File: config.mk
export PLATFORM = sky130hd
export DESIGN_NAME = disc_write_mem_seq
export DESIGN_NICKNAME = d
export VERILOG_FILES = /design/src/rtl/disc_write_mem_seq_pkg.sv /design/src/rtl/disc_write_mem_seq.sv
export SDC_FILE = /design/constraint.sdc
export NUM_CORES = 1
export LEC_CHECK = 0
export ABC_AREA = 1
export CORE_MARGIN = 2
export CORE_UTILIZATION = 25
export CTS_CLUSTER_DIAMETER = 50
export CTS_CLUSTER_SIZE = 30
export DETAILED_ROUTE_END_ITERATION = 8
export SLEW_MARGIN = 15
export SYNTH_ARGS = -nofsm -noshare
export SYNTH_HDL_FRONTEND = slang
export SYNTH_SLANG_ARGS = --single-unit
File: constraint.sdc
create_clock -name clock -period 2 [get_ports clock]
set_clock_uncertainty 0.2 [all_clocks]
set_input_delay 0.2 -clock clock [delete_from_list [all_inputs] [get_ports clock]]
set_output_delay 0.2 -clock clock [all_outputs]
set_load 0.01 [all_outputs]
File: src/rtl/disc_write_mem_seq_pkg.sv
// disc_write_mem_seq_pkg: shared state encoding and constants for the disc-writer program-memory sequencer.
`default_nettype none

package disc_write_mem_seq_pkg;

  typedef enum logic [2:0] {
    ST_PRIME0 = 3'd0,
    ST_PRIME1 = 3'd1,
    ST_PRIME2 = 3'd2,
    ST_READY  = 3'd3,
    ST_HWRITE = 3'd4
  } state_e;

  localparam logic [7:0] STOP_OP          = 8'h3F;
  localparam int         CLKEN_MIN_PERIOD = 3;

endpackage

`default_nettype wire

File: src/rtl/disc_write_mem_seq.sv
// disc_write_mem_seq: feeds instruction bytes from an external sync RAM to the disc writer
// with a one-byte prefetch, and gives the host load/write/read access while the writer is idle.
`default_nettype none

module disc_write_mem_seq
  import disc_write_mem_seq_pkg::*;
#(
  parameter int ADDR_W = 15
) (
  input  logic              clock,
  input  logic              reset,
  input  logic              clken,
  input  logic              running,
  input  logic              maddr_inc,
  output logic [7:0]        mdat,
  input  logic              host_addr_load,
  input  logic [ADDR_W-1:0] host_addr,
  input  logic              host_wr,
  input  logic [7:0]        host_wdata,
  input  logic              host_rd,
  output logic [7:0]        host_rdata,
  output logic              host_rvalid,
  output logic              ready,
  output logic              host_err,
  output logic [ADDR_W-1:0] cur_addr,
  output logic [ADDR_W-1:0] ram_addr,
  output logic [7:0]        ram_wdata,
  output logic              ram_we,
  input  logic [7:0]        ram_rdata
);

  localparam logic [ADDR_W-1:0] ADDR_ONE = ADDR_W'(1);
  localparam logic [ADDR_W-1:0] ADDR_TWO = ADDR_W'(2);

  state_e            state_q;
  logic              clken_d_q;
  logic [ADDR_W-1:0] cur_addr_q;
  logic [ADDR_W-1:0] ram_addr_q;
  logic [7:0]        mdat_q;
  logic [7:0]        nxt_q;
  logic [7:0]        host_rdata_q;
  logic [7:0]        ram_wdata_q;
  logic              host_rvalid_q;
  logic              host_err_q;
  logic              ram_we_q;

  logic host_any;
  logic host_ok;
  logic inc_req;
  logic inc_ok;

  assign host_any = host_addr_load | host_wr | host_rd;
  assign host_ok  = (state_q == ST_READY) && !running;
  assign inc_req  = clken_d_q && maddr_inc && running;
  assign inc_ok   = inc_req && (state_q == ST_READY);

  // ram_addr_q is always loaded with the address the RAM must sample during the next state,
  // so read data lands in the state that captures it.
  always_ff @(posedge clock or posedge reset) begin
    if (reset) begin
      state_q       <= ST_PRIME0;
      clken_d_q     <= 1'b0;
      cur_addr_q    <= '0;
      ram_addr_q    <= '0;
      mdat_q        <= STOP_OP;
      nxt_q         <= STOP_OP;
      host_rdata_q  <= 8'h00;
      ram_wdata_q   <= 8'h00;
      host_rvalid_q <= 1'b0;
      host_err_q    <= 1'b0;
      ram_we_q      <= 1'b0;
    end else begin
      clken_d_q     <= clken;
      host_rvalid_q <= 1'b0;
      ram_we_q      <= 1'b0;
      if ((host_any && !host_ok) || (inc_req && !inc_ok)) begin
        host_err_q <= 1'b1;
      end
      case (state_q)
        ST_PRIME0: begin
          ram_addr_q <= cur_addr_q + ADDR_ONE;
          state_q    <= ST_PRIME1;
        end
        ST_PRIME1: begin
          mdat_q  <= ram_rdata;
          state_q <= ST_PRIME2;
        end
        ST_PRIME2: begin
          nxt_q      <= ram_rdata;
          ram_addr_q <= cur_addr_q + ADDR_TWO;
          state_q    <= ST_READY;
        end
        ST_READY: begin
          if (inc_ok) begin
            // RAM is already reading cur+2, which becomes the new prefetch byte
            mdat_q     <= nxt_q;
            cur_addr_q <= cur_addr_q + ADDR_ONE;
            ram_addr_q <= cur_addr_q + ADDR_TWO;
            state_q    <= ST_PRIME2;
          end else if (host_ok && host_addr_load) begin
            cur_addr_q <= host_addr;
            ram_addr_q <= host_addr;
            state_q    <= ST_PRIME0;
          end else if (host_ok && host_wr) begin
            ram_addr_q  <= cur_addr_q;
            ram_wdata_q <= host_wdata;
            ram_we_q    <= 1'b1;
            state_q     <= ST_HWRITE;
          end else if (host_ok && host_rd) begin
            host_rdata_q  <= mdat_q;
            host_rvalid_q <= 1'b1;
            cur_addr_q    <= cur_addr_q + ADDR_ONE;
            ram_addr_q    <= cur_addr_q + ADDR_ONE;
            state_q       <= ST_PRIME0;
          end
        end
        ST_HWRITE: begin
          cur_addr_q <= cur_addr_q + ADDR_ONE;
          ram_addr_q <= cur_addr_q + ADDR_ONE;
          state_q    <= ST_PRIME0;
        end
        default: state_q <= ST_PRIME0;
      endcase
    end
  end

  assign mdat        = mdat_q;
  assign host_rdata  = host_rdata_q;
  assign host_rvalid = host_rvalid_q;
  assign ready       = (state_q == ST_READY);
  assign host_err    = host_err_q;
  assign cur_addr    = cur_addr_q;
  assign ram_addr    = ram_addr_q;
  assign ram_wdata   = ram_wdata_q;
  assign ram_we      = ram_we_q;

endmodule

`default_nettype wire

==> impl_summary.md <==
Run status
The flow ran to the end, and the final reports show no timing, DRC or antenna violations.

Yosys
The post-synthesis sequential area ratio is 0.4113. The portion of synthesized cell area occupied by the leading cell type is 0.3369. Yosys printed 0 warnings. The synthesized netlist occupies a cell area of 4234 um^2. The count of state elements after synthesis is 69. Of all flip-flops after synthesis, the portion carrying an async set or reset was 1.000. The synthesized net count is 650. Counting flops with a built-in enable in the synthesized netlist gives 0. Yosys attributes the largest share of cell area to sky130_fd_sc_hd__dfrtp_1, sky130_fd_sc_hd__nand2_1, sky130_fd_sc_hd__dfstp_2. The synthesized design spends more area on one cell type than any other, namely sky130_fd_sc_hd__dfrtp_1. A synthesized cell averages 6.952 um^2. The netlist uses 34 different library cells. In the synthesized netlist the dominant register cell turns out to be sky130_fd_sc_hd__dfrtp_1. The number of standard cells after synthesis is 609.

Layout
The post-layout net count is 808. The area added between synthesis and finish is 50.38%. Measured on the finished design, the core utilization comes to 0.3840.

The number of inserted diodes is 0. The number of inserted filler cells in the final layout is 1,719. In the final layout, the share of cells above drive strength 1 is 0.1762. The finished cells cover 6367 um^2.

Floorplan
The effective utilization at floorplan is 0.2553. The area of the core is about 17,000 um^2. The floorplan die height is between 100 and 150 um.

The area of the die is 17,990 um^2. Row generation in the floorplan step produced 47 rows. The floorplan step set the die width to 134.1 um.

The I/O pin count is 97.

Critical path
The worst reg2reg path startpoint is cur_addr[1]. The endpoint type of the worst setup path is a flop. On the worst path, the slowest cell contributes a delay of ~410 ps.

The worst setup path is launched from a flop. Walking the worst path, the cells encountered are ha_2, nand3_2, nor2_1, buf_4, xor2_1, o21ai_0, nor2_1, a21oi_1. The critical path arrival is 1910 ps. The setup check on the worst reg-to-reg path leaves a slack of 120 ps. The highest fanout seen on the critical path is 5. In this run the critical register-to-register path is captured at ram_addr[6]. The slowest stage of the critical path belongs to the cell sky130_fd_sc_hd__dfrtp_1. Counting cells, the worst reg-to-reg path comes to 8. At the worst endpoint, the required time is roughly 2000 ps. The most numerous cell type found on the critical path is sky130_fd_sc_hd__nor2_1. The critical path in this run is classified as reg -> reg.

Timing
The minimum clock period after layout is 1879 ps. Timing would allow up to ~530 MHz. The number of pins with negative max-slew slack in the final report is 0.

Dividing the final minimum period by the clock period gives 0.9394. Hold timing on the final database bottoms out at a slack of 14.64 ps. The final-report hold violation count came to 0. The final count of negative-setup-slack endpoints is 0.

The relative max-transition margin is 0.7198. For the pin with the worst max-slew slack, the measured transition is 419.5 ps.

Detailed routing
Dividing the detail-routed wire length by the instance count gives 13.69 um. The first detailed-routing pass ran for 5 iterations. The DRC marker count from the first detailed-route iteration is 204. Dividing the detail-routed via count by the number of cells gives roughly 4.5. The total via count after detailed routing is about 4,500. For this run, design rule violations remaining after detail routing come to 0. The count of nets left with antenna violations once routing finished came out at 0. The wire length reported by the detailed router is 13,580 um.

CTS
Clock-pin slew was measured on the worst setup and hold paths at 60 ps. The CTS tree is done. TritonCTS created 9 clock buffers. The number of clock sinks is 69. The buffer cell driving the clock tree root is sky130_fd_sc_hd__clkbuf_16. The buffer levels on the longest clock path is 2. In this run the number of H-tree levels came out at 3.

The clock latency on the worst-skew pair is between 300 and 400 ps. The number of hold buffers added after CTS was 0.

Global routing
The residual overflow from global routing is 0. The via count of the first global-routing pass came to 4,129. The initial antenna violation count is 0. The first global-routing pass estimated 21,870 um of wire. Across every metal layer, demand over resource in global routing totals 0.1567.

The maximum number of pins on one net before global-route repair is 22.

Pwr
The highest ir drop seen on vdd is around 620 uV. Power comes to 9.720 mW. The analysis attributes to cell leakage a power of 2.995 nW. The total power divided by cell area is 1527 nW/um^2.

Placed design
The estimated wirelength of the detail-placed design is approximately 10,000 um. Input and output buffers added on the ports amount to 96. Routability-driven placement finished with a final weighted congestion of 0.8711. The cell area after placement is 5968 um^2.

Flow run
The number of violations of the max-capacitance limit is 0.

Worst hold path
In this run the worst hold path is classified as in -> async.
## timing repair
| action | in CTS | in global routing |
|---|---|---|
| gates resized for setup | 1 | 15 |
| setup endpoints to repair | 1 | 17 |
| setup buffers | 2 | 4 |
| pin swaps | 1 | 2 |
## cells in the mapped netlist (3+ instances only)
master and number:
sky130_fd_sc_hd__nand2_1 206, sky130_fd_sc_hd__inv_1 68, sky130_fd_sc_hd__dfrtp_1 57, sky130_fd_sc_hd__nor2_1 55, sky130_fd_sc_hd__o21ai_0 43, sky130_fd_sc_hd__nand3_1 36, sky130_fd_sc_hd__a21oi_1 28, sky130_fd_sc_hd__dfstp_2 12
sky130_fd_sc_hd__o21ai_1 11, sky130_fd_sc_hd__o211ai_1 10, sky130_fd_sc_hd__o21ai_2 10, sky130_fd_sc_hd__clkbuf_1 9, sky130_fd_sc_hd__xor2_1 9, sky130_fd_sc_hd__nand4_1 8, sky130_fd_sc_hd__buf_2 6, sky130_fd_sc_hd__inv_2 6
sky130_fd_sc_hd__nor2_4 4, sky130_fd_sc_hd__o22ai_1 4, sky130_fd_sc_hd__a21boi_0 3, sky130_fd_sc_hd__nor2_2 3
## stage by stage
step	setup TNS, ps	instances	worst slack, ps
after floorplan	0	609	81.97
after global placement	-10.79	970	-4.785
final	0	992	121.2
after global routing	-22.83	992	-9.913
after CTS	0	988	63.98
after detailed placement	-285.2	970	-43.42
## critical path, delay by kind of cell, from the launching register on
kind	cells	cell delay [ps]
AOI/OAI and AO/OA	2	220
xor gates and xnor gates	1	230
adders and majority gates	1	220
buffers and inverters	1	150
DFF	1	410
and+or+nand+nor	3	350
## how the worst max path moves through the flow
stage,slack (ps),start,endpoint,cells after the start
floorplan,80,cur_addr[1],ram_addr[11],10
global placement,-5,running,ram_addr[10],10
detailed placement,-40,running,ram_addr[10],10
CTS,60,cur_addr[1],ram_addr[6],8
global route,-10,cur_addr[1],ram_addr[5],9
finish,120,cur_addr[1],ram_addr[6],8
## logic make-up (layout without fill, tap and decap cells)
group | Yosys count | count (layout) | synth area share
buffers and inverters | 95 | 258 | 0.09131
xor gates and xnor gates | 9 | 9 | 0.01862
DFF | 69 | 69 | 0.4113
and+or+nand+nor | 320 | 320 | 0.3168
adders and majority gates | 2 | 2 | 0.005909
AOI/OAI and AO/OA | 114 | 114 | 0.1560
## registers in the layout, summed over array words and instances (netlist names), 3 cells and up
name and flops:
state_q 3, nxt_q 8, cur_addr 15, ram_addr 15, host_rdata 8, mdat 8, ram_wdata 8
## layer usage
metal  GRT usage  share of wire
met3     0.03704          0.063
met5           0              0
met1      0.2109           0.46
met4     0.05380          0.017
met2      0.2476           0.47
## final cells by class
| cell class | instances | area (um^2) | share of cell area |
|---|---|---|---|
| clock buffers | 10 | 229.0 | 0.03596 |
| multi-input cells | 445 | 2133 | 0.3350 |
| inverters | 76 | 297.8 | 0.04677 |
| flip-flops and latches | 69 | 1742 | 0.2735 |
| well taps | 220 | 275.3 | 0.04323 |
| repair buffers | 166 | 1625 | 0.2553 |
| clock inverters | 6 | 65.06 | 0.01022 |
## power by group
group          internal (mW)  leakage (nW)  switching (mW)
sequential              2.13         0.835           0.451
combinational           2.64          2.02            2.88
clock                  0.966         0.142           0.661
total                   5.73          3.00            3.99
## cells in the final DEF (no fill, tap or decap), types with 4 or more instances in the layout
cell type,Yosys,routed
sky130_fd_sc_hd__inv_1,68,65
sky130_fd_sc_hd__nand3_1,36,35
sky130_fd_sc_hd__dfrtp_1,57,57
sky130_fd_sc_hd__nor2_1,55,55
sky130_fd_sc_hd__o21ai_0,43,41
sky130_fd_sc_hd__xor2_1,9,9
sky130_fd_sc_hd__buf_6,2,4
sky130_fd_sc_hd__a21oi_1,28,28
sky130_fd_sc_hd__o21ai_2,10,10
sky130_fd_sc_hd__nor2_4,4,4
sky130_fd_sc_hd__dfstp_2,12,12
sky130_fd_sc_hd__clkbuf_16,0,9
sky130_fd_sc_hd__clkdlybuf4s50_1,0,95
sky130_fd_sc_hd__o21ai_1,11,13
sky130_fd_sc_hd__nand4_1,8,8
sky130_fd_sc_hd__buf_4,1,56
sky130_fd_sc_hd__buf_12,0,10
sky130_fd_sc_hd__o22ai_1,4,4
sky130_fd_sc_hd__nand2_1,206,205
sky130_fd_sc_hd__o211ai_1,10,10
sky130_fd_sc_hd__inv_2,6,6
No activity file was read; power rests on OpenSTA's default activity.
